==> config.mk <==
export PLATFORM = sky130hd
export DESIGN_NAME = inst_loader
export DESIGN_NICKNAME = d
export VERILOG_FILES = /design/src/rtl/inst_loader.sv
export SDC_FILE = /design/constraint.sdc
export NUM_CORES = 1
export LEC_CHECK = 0
export CELL_PAD_IN_SITES_DETAIL_PLACEMENT = 0
export CELL_PAD_IN_SITES_GLOBAL_PLACEMENT = 1
export CORE_ASPECT_RATIO = 0.7
export CORE_MARGIN = 4
export CORE_UTILIZATION = 40
export DETAILED_ROUTE_END_ITERATION = 6
export GPL_TIMING_DRIVEN = 0
export PLACE_DENSITY_LB_ADDON = 0.1
export RECOVER_POWER = 25
export SLEW_MARGIN = 20
export SYNTH_ARGS = -nofsm -noshare
export SYNTH_HDL_FRONTEND = slang
export SYNTH_SLANG_ARGS = --single-unit
==> constraint.sdc <==
create_clock -name clk -period 9.4 [get_ports clk]
set_clock_uncertainty 0.2 [all_clocks]
set_input_delay 1.41 -clock clk [delete_from_list [all_inputs] [get_ports clk]]
set_output_delay 1.41 -clock clk [all_outputs]
set_load 0.02 [all_outputs]
==> src/rtl/inst_loader.sv <==
// rtl/inst_loader.sv - framed byte-stream boot loader for the instruction memory
//
// Receives LEN_HI, LEN_LO, N*4 big-endian data bytes and an XOR CHECK byte.
// Writes each assembled word to the instruction memory and holds the CPU in
// reset until a complete, checksum-valid image has been loaded.
//
// Ports:
//   clk, rst          clock, asynchronous active-high reset
//   start             begin a new load (honoured only in IDLE, DONE, ERROR)
//   in_data/in_valid  host byte stream; in_ready signals acceptance
//   imem_we/waddr/wdata  one-cycle instruction memory write port
//   cpu_rst           CPU reset, low only in DONE
//   load_done/err     sticky load status
//   words_loaded      words written in the current load
module inst_loader #(
   parameter int unsigned         ADDR_LEN  = 32,
   parameter int unsigned         DATA_LEN  = 32,
   parameter logic [ADDR_LEN-1:0] BASE_ADDR = '0,
   parameter int unsigned         MAX_WORDS = 1024,
   parameter int unsigned         TIMEOUT   = 65535
) (
   input  logic                clk,
   input  logic                rst,
   input  logic                start,
   input  logic [7:0]          in_data,
   input  logic                in_valid,
   output logic                in_ready,
   output logic                imem_we,
   output logic [ADDR_LEN-1:0] imem_waddr,
   output logic [DATA_LEN-1:0] imem_wdata,
   output logic                cpu_rst,
   output logic                load_done,
   output logic                load_err,
   output logic [15:0]         words_loaded
);

   localparam int unsigned TW = $clog2(TIMEOUT + 1);

   typedef enum logic [2:0] {
      S_IDLE, S_LEN_HI, S_LEN_LO, S_DATA, S_CHECK, S_DONE, S_ERROR
   } state_t;

   state_t         state;
   logic [7:0]     len_hi;
   logic [15:0]    n_words;
   logic [1:0]     bidx;
   logic [23:0]    asm_q;
   logic [7:0]     csum;
   logic [TW-1:0]  tcnt;

   logic           xfer;
   logic           tmo;
   logic [15:0]    len_new;
   logic           last_word;

   assign xfer      = in_valid && in_ready;
   // Timeout fires on the idle cycle that would bring the counter to TIMEOUT.
   assign tmo       = !xfer && (tcnt == TW'(TIMEOUT - 1));
   assign len_new   = {len_hi, in_data};
   assign last_word = (words_loaded + 16'd1) == n_words;

   always_ff @(posedge clk or posedge rst) begin
      if (rst) begin
         state        <= S_IDLE;
         in_ready     <= 1'b0;
         imem_we      <= 1'b0;
         imem_waddr   <= '0;
         imem_wdata   <= '0;
         cpu_rst      <= 1'b1;
         load_done    <= 1'b0;
         load_err     <= 1'b0;
         words_loaded <= '0;
         len_hi       <= '0;
         n_words      <= '0;
         bidx         <= '0;
         asm_q        <= '0;
         csum         <= '0;
         tcnt         <= '0;
      end else begin
         imem_we <= 1'b0;

         // Running XOR and idle counter; the state case below may override
         // both (start clears them, terminal states freeze the counter).
         if (xfer) begin
            csum <= csum ^ in_data;
            tcnt <= '0;
         end else if (state == S_LEN_LO || state == S_DATA || state == S_CHECK) begin
            tcnt <= tcnt + TW'(1);
         end

         case (state)
            S_IDLE, S_DONE, S_ERROR: begin
               if (start) begin
                  state        <= S_LEN_HI;
                  in_ready     <= 1'b1;
                  cpu_rst      <= 1'b1;
                  load_done    <= 1'b0;
                  load_err     <= 1'b0;
                  words_loaded <= '0;
                  bidx         <= '0;
                  csum         <= '0;
                  tcnt         <= '0;
               end
            end

            S_LEN_HI: begin
               if (xfer) begin
                  len_hi <= in_data;
                  state  <= S_LEN_LO;
               end
            end

            S_LEN_LO: begin
               if (xfer) begin
                  n_words <= len_new;
                  if ({16'd0, len_new} > MAX_WORDS) begin
                     state    <= S_ERROR;
                     in_ready <= 1'b0;
                     load_err <= 1'b1;
                  end else if (len_new == 16'd0) begin
                     state <= S_CHECK;
                  end else begin
                     state <= S_DATA;
                  end
               end else if (tmo) begin
                  state    <= S_ERROR;
                  in_ready <= 1'b0;
                  load_err <= 1'b1;
               end
            end

            S_DATA: begin
               if (xfer) begin
                  asm_q <= {asm_q[15:0], in_data};
                  bidx  <= bidx + 2'd1;
                  if (bidx == 2'd3) begin
                     // Registered here so the write appears the cycle after
                     // the 4th byte, without stalling the stream.
                     imem_we      <= 1'b1;
                     imem_waddr   <= BASE_ADDR + ADDR_LEN'({words_loaded, 2'b00});
                     imem_wdata   <= DATA_LEN'({asm_q, in_data});
                     words_loaded <= words_loaded + 16'd1;
                     if (last_word) begin
                        state <= S_CHECK;
                     end
                  end
               end else if (tmo) begin
                  state    <= S_ERROR;
                  in_ready <= 1'b0;
                  load_err <= 1'b1;
               end
            end

            S_CHECK: begin
               // csum still excludes this byte, so it is the XOR of all
               // preceding frame bytes. The last write has already been
               // issued by the time DONE releases the CPU.
               if (xfer) begin
                  in_ready <= 1'b0;
                  if (in_data == csum) begin
                     state     <= S_DONE;
                     load_done <= 1'b1;
                     cpu_rst   <= 1'b0;
                  end else begin
                     state    <= S_ERROR;
                     load_err <= 1'b1;
                  end
               end else if (tmo) begin
                  state    <= S_ERROR;
                  in_ready <= 1'b0;
                  load_err <= 1'b1;
               end
            end

            default: begin
               state    <= S_IDLE;
               in_ready <= 1'b0;
               cpu_rst  <= 1'b1;
            end
         endcase
      end
   end

endmodule

# --- After elaboration in Yosys (flattened, before gate mapping) ---
# Cells that the tools add are included.
# Widths: inputs -> output; s select.
totals:
  regBits: 146
  in_bits: 12
  out_inout_bits: 85
  word_cells: 116
op_classes:
  add_sub_neg: 3
  n_lt_le_gt_ge: 1
  n_eq_ne: 21
  muxes: 50
  n_bitwise: 3
  n_reduce_logical: 23
ops:
  columns: ["op", "n"]
  rows:
  - ["$mux 16", 7]
  - ["$add 16x1->16 const B", 2]
  - ["$pmux 16 s2", 1]
  - ["$mux 3", 10]
  - ["$mux 8", 3]
  - ["$mux 1", 20]
  - ["$reduce_and 4->1", 5]
  - ["$eq 16x16->1", 1]
  - ["$eq 16x16->1 const B", 1]
  - ["$gt 16x11->1 const B", 1]
  - ["$logic_not 16->1", 1]
  - ["$pmux 3 s5", 1]
  - ["$ne 2x2->1 const B", 5]
  - ["$eq 3x3->1 const B", 3]
  - ["$eq 8x8->1", 1]
  - ["$xor 8x8->8", 1]
  - ["$eq 3x2->1 const B", 2]
  - ["$mux 2", 3]
  - ["$ne 3x2->1 const B", 2]
  - ["$ne 3x3->1 const B", 2]
  - ["$reduce_and 2->1", 3]
  - ["$reduce_and 3->1", 2]
  - ["$reduce_or 3->1", 2]
  - ["$pmux 1 s5", 1]
  - ["other kinds (16)", 21]

# --- Depth between registers and ports, before layout ---
depth:
  depth_word: 7
  ltp_mapped: 10
  depth_no_buf: 9

# --- Worst setup path before layout ---
# OpenSTA, ideal clock, no wires.
synth_path:
  path_type: "input to register"
  start: "in start"
  end: "reg state[0]"
  setup_time_ps: 125
  arrival_time_ps: 2690
  required_time_ps: 9075
  setup_slack_ps: 6385
  stages: 7
  n_path_buf: 0
  path_cell_list: "nand2b_1 -> a311oi_1 -> a211oi_1 -> nand4_1 -> or4_4 -> a221oi_2 -> o2bb2ai_1"
synth_between:
  elab_chain_len: 2
synth_rtl:
  columns: ["element", "line", "source"]
  rows:
  - ["start, declared", "24", "input logic start,"]
  - ["$ne 2x2->1 (no line)", null, null]
  - ["$reduce_and 4->1 (no line)", null, null]
  - ["end signal, assigned", "64", "state <= S_IDLE;"]
  - ["end signal, assigned", "94", "state <= S_LEN_HI;"]
  - ["end signal, assigned", "109", "state <= S_LEN_LO;"]
  - ["end, declared", "43", "state_t state;"]
# Every way passes these cells.
# A chain may end at the register's enable or synchronous reset.

==> results.sh <==
export IMPL_yosys_top_cells_area="dfrtp_1 51%, nand2_1 13%, xor2_1 4.1%"
export IMPL_worstSkewPairLatency_ns=0.43
export IMPL_grt_pass1_vias=5747
export IMPL_fin_nets=903
export IMPL_ys_seq_area_share_pct=51.67
export IMPL_worstSetupStartpointType="input pin"
export IMPL_ant_nets=0
export IMPL_finalSetupViolCount=0
export IMPL_drt_vias_per_instance=5.066
export IMPL_num_io_pins=97
export IMPL_synth_seq_cells=146
export IMPL_arrival_ns=3.69
export IMPL_vias=5730
export IMPL_maxCapViolCount=1
export IMPL_overflow=0
export IMPL_fp_dieH_um=119.3
export IMPL_finalSetupTns_ns=0
export IMPL_path_class="input pin to async pin"
export IMPL_syn_to_final_growth_pct=25.03
export IMPL_clock_sinks=146
export IMPL_worst_pin_slew_ns=3.002
export IMPL_yosysUniqueCellTypes=63
export IMPL_worstPathRequired_ns=9.25
export IMPL_cp_top_family="buffers and inverters"
export IMPL_root_buffer="clkbuf_16"
export IMPL_cts_setup_buffers=0
export IMPL_finalMaxSlewViolations=65
export IMPL_clockBufferDepth=2
export IMPL_hp_class="flip-flop to flip-flop"
export IMPL_netlist_area_mm2=0.007073
export IMPL_grt_antenna_before_repair=0
export IMPL_synth_top_cell_area_share_pct=51.30
export IMPL_yosys_top_cells_count="254 x nand2_1, 145 x dfrtp_1, 59 x nor2_1"
export IMPL_wl_um=19160
export IMPL_cp_max_fo=65
export IMPL_synth_top_area_cell="dfrtp_1"
export IMPL_syn_inst=772
export IMPL_yosys_warnings=0
export IMPL_grt_pass1_wl_um=31630
export IMPL_hold_buffers=0
export IMPL_critPathMaxStageDelay_ns=1.70
export IMPL_rsz0062_at_grt="no"
export IMPL_cts_resized=0
export IMPL_cp_num_buf_inv=2
export IMPL_maxSlewHeadroom_pct=-101.2
export IMPL_post_drt_wl_per_cell_um=16.94
export IMPL_final_period_minus_worst_setup_slack_ns=3.840
export IMPL_dieArea_mm2=0.01991
export IMPL_num_rows=40
export IMPL_cts_tree="done"
export IMPL_ys_flop_type="dfrtp_1"
export IMPL_fin_crit_sh_pct=40.85
export IMPL_die_w_um=166.9
export IMPL_violations="capacitance limit, slew limit"
export IMPL_core_mm2=0.01727
export IMPL_yosysMostFrequentCell="nand2_1"
export IMPL_grt_max_degree=83
export IMPL_gp_congestion=0.8832
export IMPL_end_kind="async pin"
export IMPL_max_vdd_ir_drop_mv=0.1350
export IMPL_dp_hpwl_um=13350
export IMPL_drt_initial_drc_count=499
export IMPL_crit_slowest_cell="clkinvlp_2"
export IMPL_antennaDiodeCount=0
export IMPL_avgSynthCellArea_um2=9.162
export IMPL_grt_usage_pct=19.99
export IMPL_holdWs_ns=0.2747
export IMPL_max_freq_mhz=260.4
export IMPL_cts_buffers=17
export IMPL_h_tree_depth=4
export IMPL_first_pass_iters=5
export IMPL_synth_edff_count=0
export IMPL_status="finished with violations"
export IMPL_clkSlewWorstSetupHoldPaths_ns=0.06
export IMPL_portBuffers=80
export IMPL_p_per_area_mw_per_mm2=233.8
export IMPL_async_flop_share_pct=100.0
export IMPL_hold_viol_final=0
export IMPL_drc=0
export IMPL_path_cells="dlygate4sd3_1, clkinvlp_2"
export IMPL_initial_utilization_pct=40.96
export IMPL_p_leak_nw=4.153
export IMPL_drive_gt1_share_pct=11.67
-- final cells by class --
type                    count  area (um2)
clock inverters            15       170.2
multi-input cells         573        3072
fillers                  1650        8423
plain buffers              57       361.6
clock buffers              17       425.4
repair buffers             81       828.3
inverters                  11       42.54
flip-flops and latches    146        3655
well taps                 231       289.0
-- layout by cell type, fill, tap and decap left out, types with 4 or more instances in the layout --
cell,n
a21oi_1,7
dfrtp_1,145
inv_6,6
buf_2,8
buf_6,6
clkbuf_16,17
nor2b_1,4
clkbuf_1,17
buf_4,17
clkinvlp_4,4
conb_1,16
a211oi_1,6
inv_1,10
nand4_1,13
and3_1,6
nor3_1,11
buf_1,5
nand2_1,254
clkdlybuf4s50_1,79
xor2_1,33
ha_1,4
nand2b_1,5
nor4_1,7
nand3_1,18
mux2_2,24
nor2_1,59
o31ai_1,10
o21ai_0,29
a31oi_1,6
xnor2_1,19
-- per-layer routing --
| metal | vias to the layer above | part of all wire [%] | GRT usage, % |
|---|---|---|---|
| li1 | 2756 | - | - |
| met1 | 2808 | 50 | 29.31 |
| met2 | 147 | 43 | 29.83 |
| met3 | 19 | 5.2 | 5.109 |
| met4 | 0 | 1.1 | 4.548 |
| met5 | - | 0 | 0 |
-- sequential cells by signal, summed over array words and instances (netlist names), 2 cells and up --
| signal | count |
|---|---|
| asm_q | 24 |
| bidx | 2 |
| state | 3 |
| len_hi | 8 |
| imem_waddr | 16 |
| n_words | 16 |
| imem_wdata | 32 |
| tcnt | 16 |
| csum | 8 |
| words_loaded | 16 |
-- stage by stage --
stage / instances / setup WS, ns / cell area [um2] / util, % / total power [mW]
after global routing: 1131 / 4.995 / 8843 / 51.22 / 2.187
after detailed placement: 1099 / 5.179 / 8254 / 47.80 / 1.378
final: 1131 / 5.560 / 8843 / 51.22 / 2.068
after floorplan: 787 / 3.869 / 7129 / - / 1.226
after CTS: 1131 / 5.606 / 8850 / 51.25 / 2.078
after global placement: 1098 / 1.880 / 8219 / 47.60 / 1.358
-- cells by family after synthesis --
| group | count (synthesis) | share of synthesized area (%) |
|---|---|---|
| other | 1 | 0.05302 |
| adders and majority gates | 4 | 0.7076 |
| AOI/OAI and AO/OA | 83 | 7.837 |
| DFF | 146 | 51.67 |
| xor gates and xnor gates | 52 | 6.439 |
| and+or+nand+nor | 392 | 23.49 |
| muxes | 26 | 4.104 |
| buffers and inverters | 68 | 5.696 |
-- final timing paths --
path                                                  start                          end  slack (ns)  cells after the start
worst max-delay path                                    rst         state[0]$_DFFE_PP0P_        5.56                      2
worst min-delay path             imem_wdata[19]$_DFFE_PP0P_   imem_wdata[19]$_DFFE_PP0P_        0.27                      2
worst max register to register  words_loaded[0]$_DFFE_PP0P_         state[0]$_DFFE_PP0P_        6.23                      8
worst min register to register   imem_wdata[19]$_DFFE_PP0P_   imem_wdata[19]$_DFFE_PP0P_        0.27                      2
max in group clk                                   in_valid  words_loaded[3]$_DFFE_PP0P_        5.58                     11
min in group asynchronous                               rst    imem_waddr[7]$_DFFE_PP0P_        2.09                      2
-- power by group --
part | switching, mW | internal (mW) | total (mW)
Clock | 0.295 | 0.399 | 0.694
Sequential | 0.108 | 0.753 | 0.860
Combinational | 0.285 | 0.228 | 0.513
Total | 0.688 | 1.38 | 2.07
Note: power is estimated with default switching activity, not from simulation.
